[config.mk]
export PLATFORM = sky130hd
export DESIGN_NAME = last_n_history
export DESIGN_NICKNAME = d
export VERILOG_FILES = /design/src/rtl/last_n_history.sv
export SDC_FILE = /design/constraint.sdc
export NUM_CORES = 1
export LEC_CHECK = 0
export ABC_AREA = 1
export BUFFER_PORTS_ARGS = -buffer_cell sky130_fd_sc_hd__buf_2
export CORE_MARGIN = 4
export CORE_UTILIZATION = 24
export DETAILED_ROUTE_END_ITERATION = 16
export RECOVER_POWER = 100
export SYNTH_ARGS = -nofsm -noshare
export SYNTH_HDL_FRONTEND = slang
export SYNTH_SLANG_ARGS = --single-unit
[constraint.sdc]
create_clock -name clk -period 1.4 [get_ports clk]
set_input_delay 0.14 -clock clk [delete_from_list [all_inputs] [get_ports clk]]
set_output_delay 0.14 -clock clk [all_outputs]
set_load 0.02 [all_outputs]
[src/rtl/last_n_history.sv]
// last_n_history: registered history of the last DEPTH switch selections, newest in slot 0.
// Optional feature: define HISTORY_DEDUP_EN so that re-selecting the newest index only refreshes its status.
module last_n_history #(
    parameter int IDX_W = 6,
    parameter int NSW   = 18,
    parameter int DEPTH = 4,
    localparam int CW   = $clog2(DEPTH + 1)
) (
    input  logic                     clk,
    input  logic                     reset,
    input  logic                     active,
    input  logic [IDX_W-1:0]         number,
    input  logic [NSW-1:0]           switches,
    input  logic                     clear,
    output logic [DEPTH*IDX_W-1:0]   entry,
    output logic [DEPTH-1:0]         status,
    output logic [DEPTH-1:0]         valid,
    output logic [CW-1:0]            count,
    output logic                     busy,
    output logic                     done,
    output logic                     err
);
    typedef enum logic [1:0] {IDLE, SHIFT, CAPTURE, DONE} state_t;

    state_t                  state_q;
    logic [DEPTH*IDX_W-1:0]  entry_q;
    logic [DEPTH-1:0]        status_q, valid_q;
    logic [CW-1:0]           count_q;
    logic                    busy_q, done_q, err_q, sw_q, dup_q;
    logic [IDX_W-1:0]        idx_q, idx_d;
    logic                    sw_d, dup_d, in_range;

    // Decode the one-based request into an index, its switch bit and the range/dedup flags.
    always_comb begin
        idx_d    = number - IDX_W'(1);
        sw_d     = |(switches & (NSW'(1) << idx_d));
        in_range = (number != '0) && (int'(number) <= NSW);
`ifdef HISTORY_DEDUP_EN
        dup_d    = valid_q[0] && (entry_q[IDX_W-1:0] == idx_d);
`else
        dup_d    = 1'b0;
`endif
    end

    // Control FSM with the history registers and registered handshake outputs.
    always_ff @(posedge clk or posedge reset) begin
        if (reset) begin
            state_q  <= IDLE;
            entry_q  <= '0;
            status_q <= '0;
            valid_q  <= '0;
            count_q  <= '0;
            busy_q   <= 1'b0;
            done_q   <= 1'b0;
            err_q    <= 1'b0;
            idx_q    <= '0;
            sw_q     <= 1'b0;
            dup_q    <= 1'b0;
        end else begin
            done_q <= 1'b0;
            err_q  <= 1'b0;
            case (state_q)
                IDLE: begin
                    if (clear) begin
                        entry_q  <= '0;
                        status_q <= '0;
                        valid_q  <= '0;
                        count_q  <= '0;
                    end else if (active && !in_range) begin
                        err_q <= 1'b1;
                    end else if (active) begin
                        idx_q   <= idx_d;
                        sw_q    <= sw_d;
                        dup_q   <= dup_d;
                        busy_q  <= 1'b1;
                        state_q <= dup_d ? CAPTURE : SHIFT;
                    end
                end
                SHIFT: begin
                    entry_q  <= {entry_q[(DEPTH-1)*IDX_W-1:0], {IDX_W{1'b0}}};
                    status_q <= {status_q[DEPTH-2:0], 1'b0};
                    valid_q  <= {valid_q[DEPTH-2:0], 1'b0};
                    state_q  <= CAPTURE;
                end
                CAPTURE: begin
                    entry_q[IDX_W-1:0] <= idx_q;
                    status_q[0]        <= sw_q;
                    valid_q[0]         <= 1'b1;
                    if (!dup_q && count_q != CW'(DEPTH)) count_q <= count_q + 1'b1;
                    done_q  <= 1'b1;
                    state_q <= DONE;
                end
                DONE: begin
                    busy_q  <= 1'b0;
                    state_q <= IDLE;
                end
                default: begin
                    busy_q  <= 1'b0;
                    state_q <= IDLE;
                end
            endcase
        end
    end

    assign entry  = entry_q;
    assign status = status_q;
    assign valid  = valid_q;
    assign count  = count_q;
    assign busy   = busy_q;
    assign done   = done_q;
    assign err    = err_q;
endmodule

==> flow_summary.toml <==
[outcome]
status = "finished with violations"
failed_checks = "negative setup slack"

[placement]
placed_cells = 470
place_congestion = 0.772
io_buffers = 65
post_dp_cell_area_um2 = 3020
dp_worst_setup_slack_ns = -0.163
dpl.hpwl_um = 4400

[logic_synthesis]
synthDistinctLibCells = 24
yosysTopAreaCell = "dfrtp_1"
syn_nets = 297
synth_cells = 258
seq_area_frac_synth_pct = 50.6
syn_avg_cell_area_um2 = 9.02
syn-cell-area_um2 = 2330
yosysWarnings = 0
synth_top_area_share_pct = 50.6
synth_area_leaders = "dfrtp_1 (51%), inv_1 (7.3%), o21ai_0 (6.0%), ha_1 (5.9%), nand3_1 (5.4%)"
ys_seq_elements = 47

[cts]
clk_pin_slew_ns = 0.09
cts_tree = "yes"
clockRootBuffer = "clkbuf_8"
h-tree-depth = 2
cts_sinks = 47
clockBufferDepth = 2
cts_made_buffers = 5
clk_latency_ns = 0.30

[layout]
final_cells = 483
synthToLayoutAreaGrowth_pct = 40.1
drive_gt1_share_pct = 30.8
seqCellArea_um2 = 1180
diodes = 0
final_nets = 392
multi_input_area_um2 = 1070
postLayoutCellArea_um2 = 3260
n_fill_cell = 977
fin_util_pct = 34.9

[sta]
finalCritPeriodShare_pct = 101
holdWs_ns = 0.0626
setup_tns_ns = -0.0156
finalSetupViolations = 2
fin_crit_ns = 1.41
hold_violations = 0
timing.slew.headroom_pct = 51.8
finalClockSkew_ns = 0.00254
fin_ws_ns = -0.0108
tightest_slew_ns = 0.723
rsz0062_at_grt = "yes"
drv_slew = 0
timing.fmax_ghz = 0.709

[setup_path]
worstReg2RegEnd = "idx_q[1]$_DFFE_PP0P_"
slowest_delay_ns = 0.41
path_class = "reg2reg"
cp_common_cell = "inv_2"
critPathLaunchType = "flip-flop"
worstPathRequired_ns = 1.60
worstPathArrival_ns = 1.61
rr_startpoint = "state_q[0]$_DFFE_PP0P_"
crit_slowest_cell = "dfrtp_1"
endpoint_kind = "flip-flop"
r2r_slack_ns = -0.01
cp_cell_sequence = "inv_2 -> ha_4 -> inv_2 -> nor2_4 -> buf_6 -> nand2_8 -> clkbuf_16 -> nand2_4 -> o21ai_2"
crit_fanout = 6
ff2ff_path_depth = 9

[routing]
drc = 0
drtAntennaViolNets = 0
wl_um = 5740
wire_per_inst_um = 11.9
dr_total_vias = 2022
drt-initial-drc-count = 109
avgViaCountPerCell = 4.19
first_pass_iters = 4

[worst_hold_path]
hold_depth = 3
min_path_type = "in2reg"
min_to = "err$_DFF_PP0_"
min_from = "active"

[global_routing]
grt_max_degree = 25
antenna_found_initial = 0
grt_pass1_vias = 1983
grt_pass1_wl_um = 9200
overflow = 0
grt_usage_pct = 10.1

[power_and_ir_drop]
power_switching_share_pct = 42.6
p_seq_share_pct = 35.1
power.leakage_nw = 1.52
clkPwrFrac_pct = 15.2
power_density_nw_per_um2 = 1770
p_comb_share_pct = 49.8
total_power_mw = 5.76
vdd_drop_max_mv = 0.896
p_int_mw = 3.31
p_sw_mw = 2.45

[die]
initial_utilization_pct = 24.9
die_width_um = 106
coreArea_um2 = 9330
dieHeight_um = 106
die_area_um2 = 11300
rows = 35
pin_count = 66

[run]
cap_violations = 0
-- worst max path at each step --
stage	start	endpoint	slack, ns	cells after the start
2_1_floorplan	state_q[0]$_DFFE_PP0P_	count[2]$_DFFE_PP0P_	0.01	10
5_1_grt	state_q[0]$_DFFE_PP0P_	count[2]$_DFFE_PP0P_	-0.1	10
6_report	state_q[0]$_DFFE_PP0P_	idx_q[1]$_DFFE_PP0P_	-0.01	9
3_3_place_gp	number[0]	sw_q$_DFFE_PP0P_	-0.13	14
3_5_place_dp	state_q[0]$_DFFE_PP0P_	entry[1]$_DFFE_PP0P_	-0.16	7
4_1_cts	state_q[0]$_DFFE_PP0P_	entry[1]$_DFFE_PP0P_	-0.06	5
-- cell type report --
type | count | share of cell area [%]
clock buffers | 6 | 2.53
flip-flops and latches | 47 | 36.1
inverters | 47 | 5.41
multi-input cells | 156 | 32.9
clock inverters | 2 | 0.499
well taps | 129 | 4.95
repair buffers | 96 | 17.6
-- state kept, by name (all words and copies together), names as in the netlist --
register  flops
err           1
idx_q         6
count         3
done          1
sw_q          1
busy          1
valid         4
state_q       2
entry        24
status        4
-- layer usage --
layer	routed length, um	GRT usage, %	part of all wire (%)	up-vias
met1	2630	13.0	46	926
met5	0	0	0	-
met3	418	3.76	7.3	5
li1	-	-	-	1034
met2	2660	16.2	46	57
met4	34	2.28	0.59	0
-- worst max-delay path: cells and delay by family (launching register included) --
family	cells	cell delay, ns
fa+ha+maj	1	0.13
flops	1	0.41
simple gates	3	0.26
compound gates	1	0.05
buf+inv	4	0.47
-- synthesized netlist by cell type --
library cell	number
a31oi_2	1
xor2_1	3
nand2_1	31
dfrtp_1	47
a21oi_1	3
nor2_1	13
nand3_2	3
ha_1	11
o21a_1	1
nand2_2	2
buf_2	4
buf_6	3
nor2_2	5
clkbuf_1	1
inv_2	2
nand4_1	5
nor3_2	1
o21ai_2	5
inv_1	45
nand2_4	2
o21ai_0	28
o21ai_1	1
nand3_1	25
o22ai_1	16
-- logic make-up (layout without fill, tap and decap cells) --
logic type | count (synthesis) | count (layout) | share of synthesized area, %
flip-flops | 47 | 47 | 50.6
buffers and inverters | 55 | 151 | 10.1
adder cells (fa/ha/maj) | 11 | 11 | 5.92
AND/OR/NAND/NOR | 87 | 87 | 18.4
AO/OA/AOI/OAI | 55 | 55 | 13.9
XOR/XNOR | 3 | 3 | 1.13
-- placed cells by master, fill, tap and decap left out, types with 2 or more instances in the layout --
cell and n:
o22ai_2 6, nor2_2 5, a21oi_1 3, ha_4 2
clkbuf_1 37, nand2_4 7, o21ai_1 3, nand2_1 24
buf_6 2, nand3_2 4, inv_2 5, o22ai_1 10
nor2_4 2, xor2_1 3, nand3_1 24, nand4_1 5
buf_4 23, o21ai_0 26, dfrtp_1 46, buf_12 3
nand2_2 3, nor2_1 11, buf_2 28, o21ai_2 4
inv_1 42, clkbuf_8 6, ha_1 9
-- power by group through the flow --
stage	Combinational, mW	Sequential [mW]	Clock, mW
floorplan	1.23	2.32	0
CTS	2.72	1.98	0.900
detailed placement	2.61	2.01	0
finish	2.87	2.02	0.873
global placement	2.57	2.00	0
global route	3.17	2.08	0.963
-- timing repair --
action / CTS / global route
hold buffers: 1 / 0
cloned: 0 / 1
setup endpoints to repair: 22 / 45
setup buffers: 2 / 1
resized for setup: 8 / 25
pin swaps: 4 / 2
endpoints found under the hold margin: 17 / 0
Power figures use the tool's default switching activity.
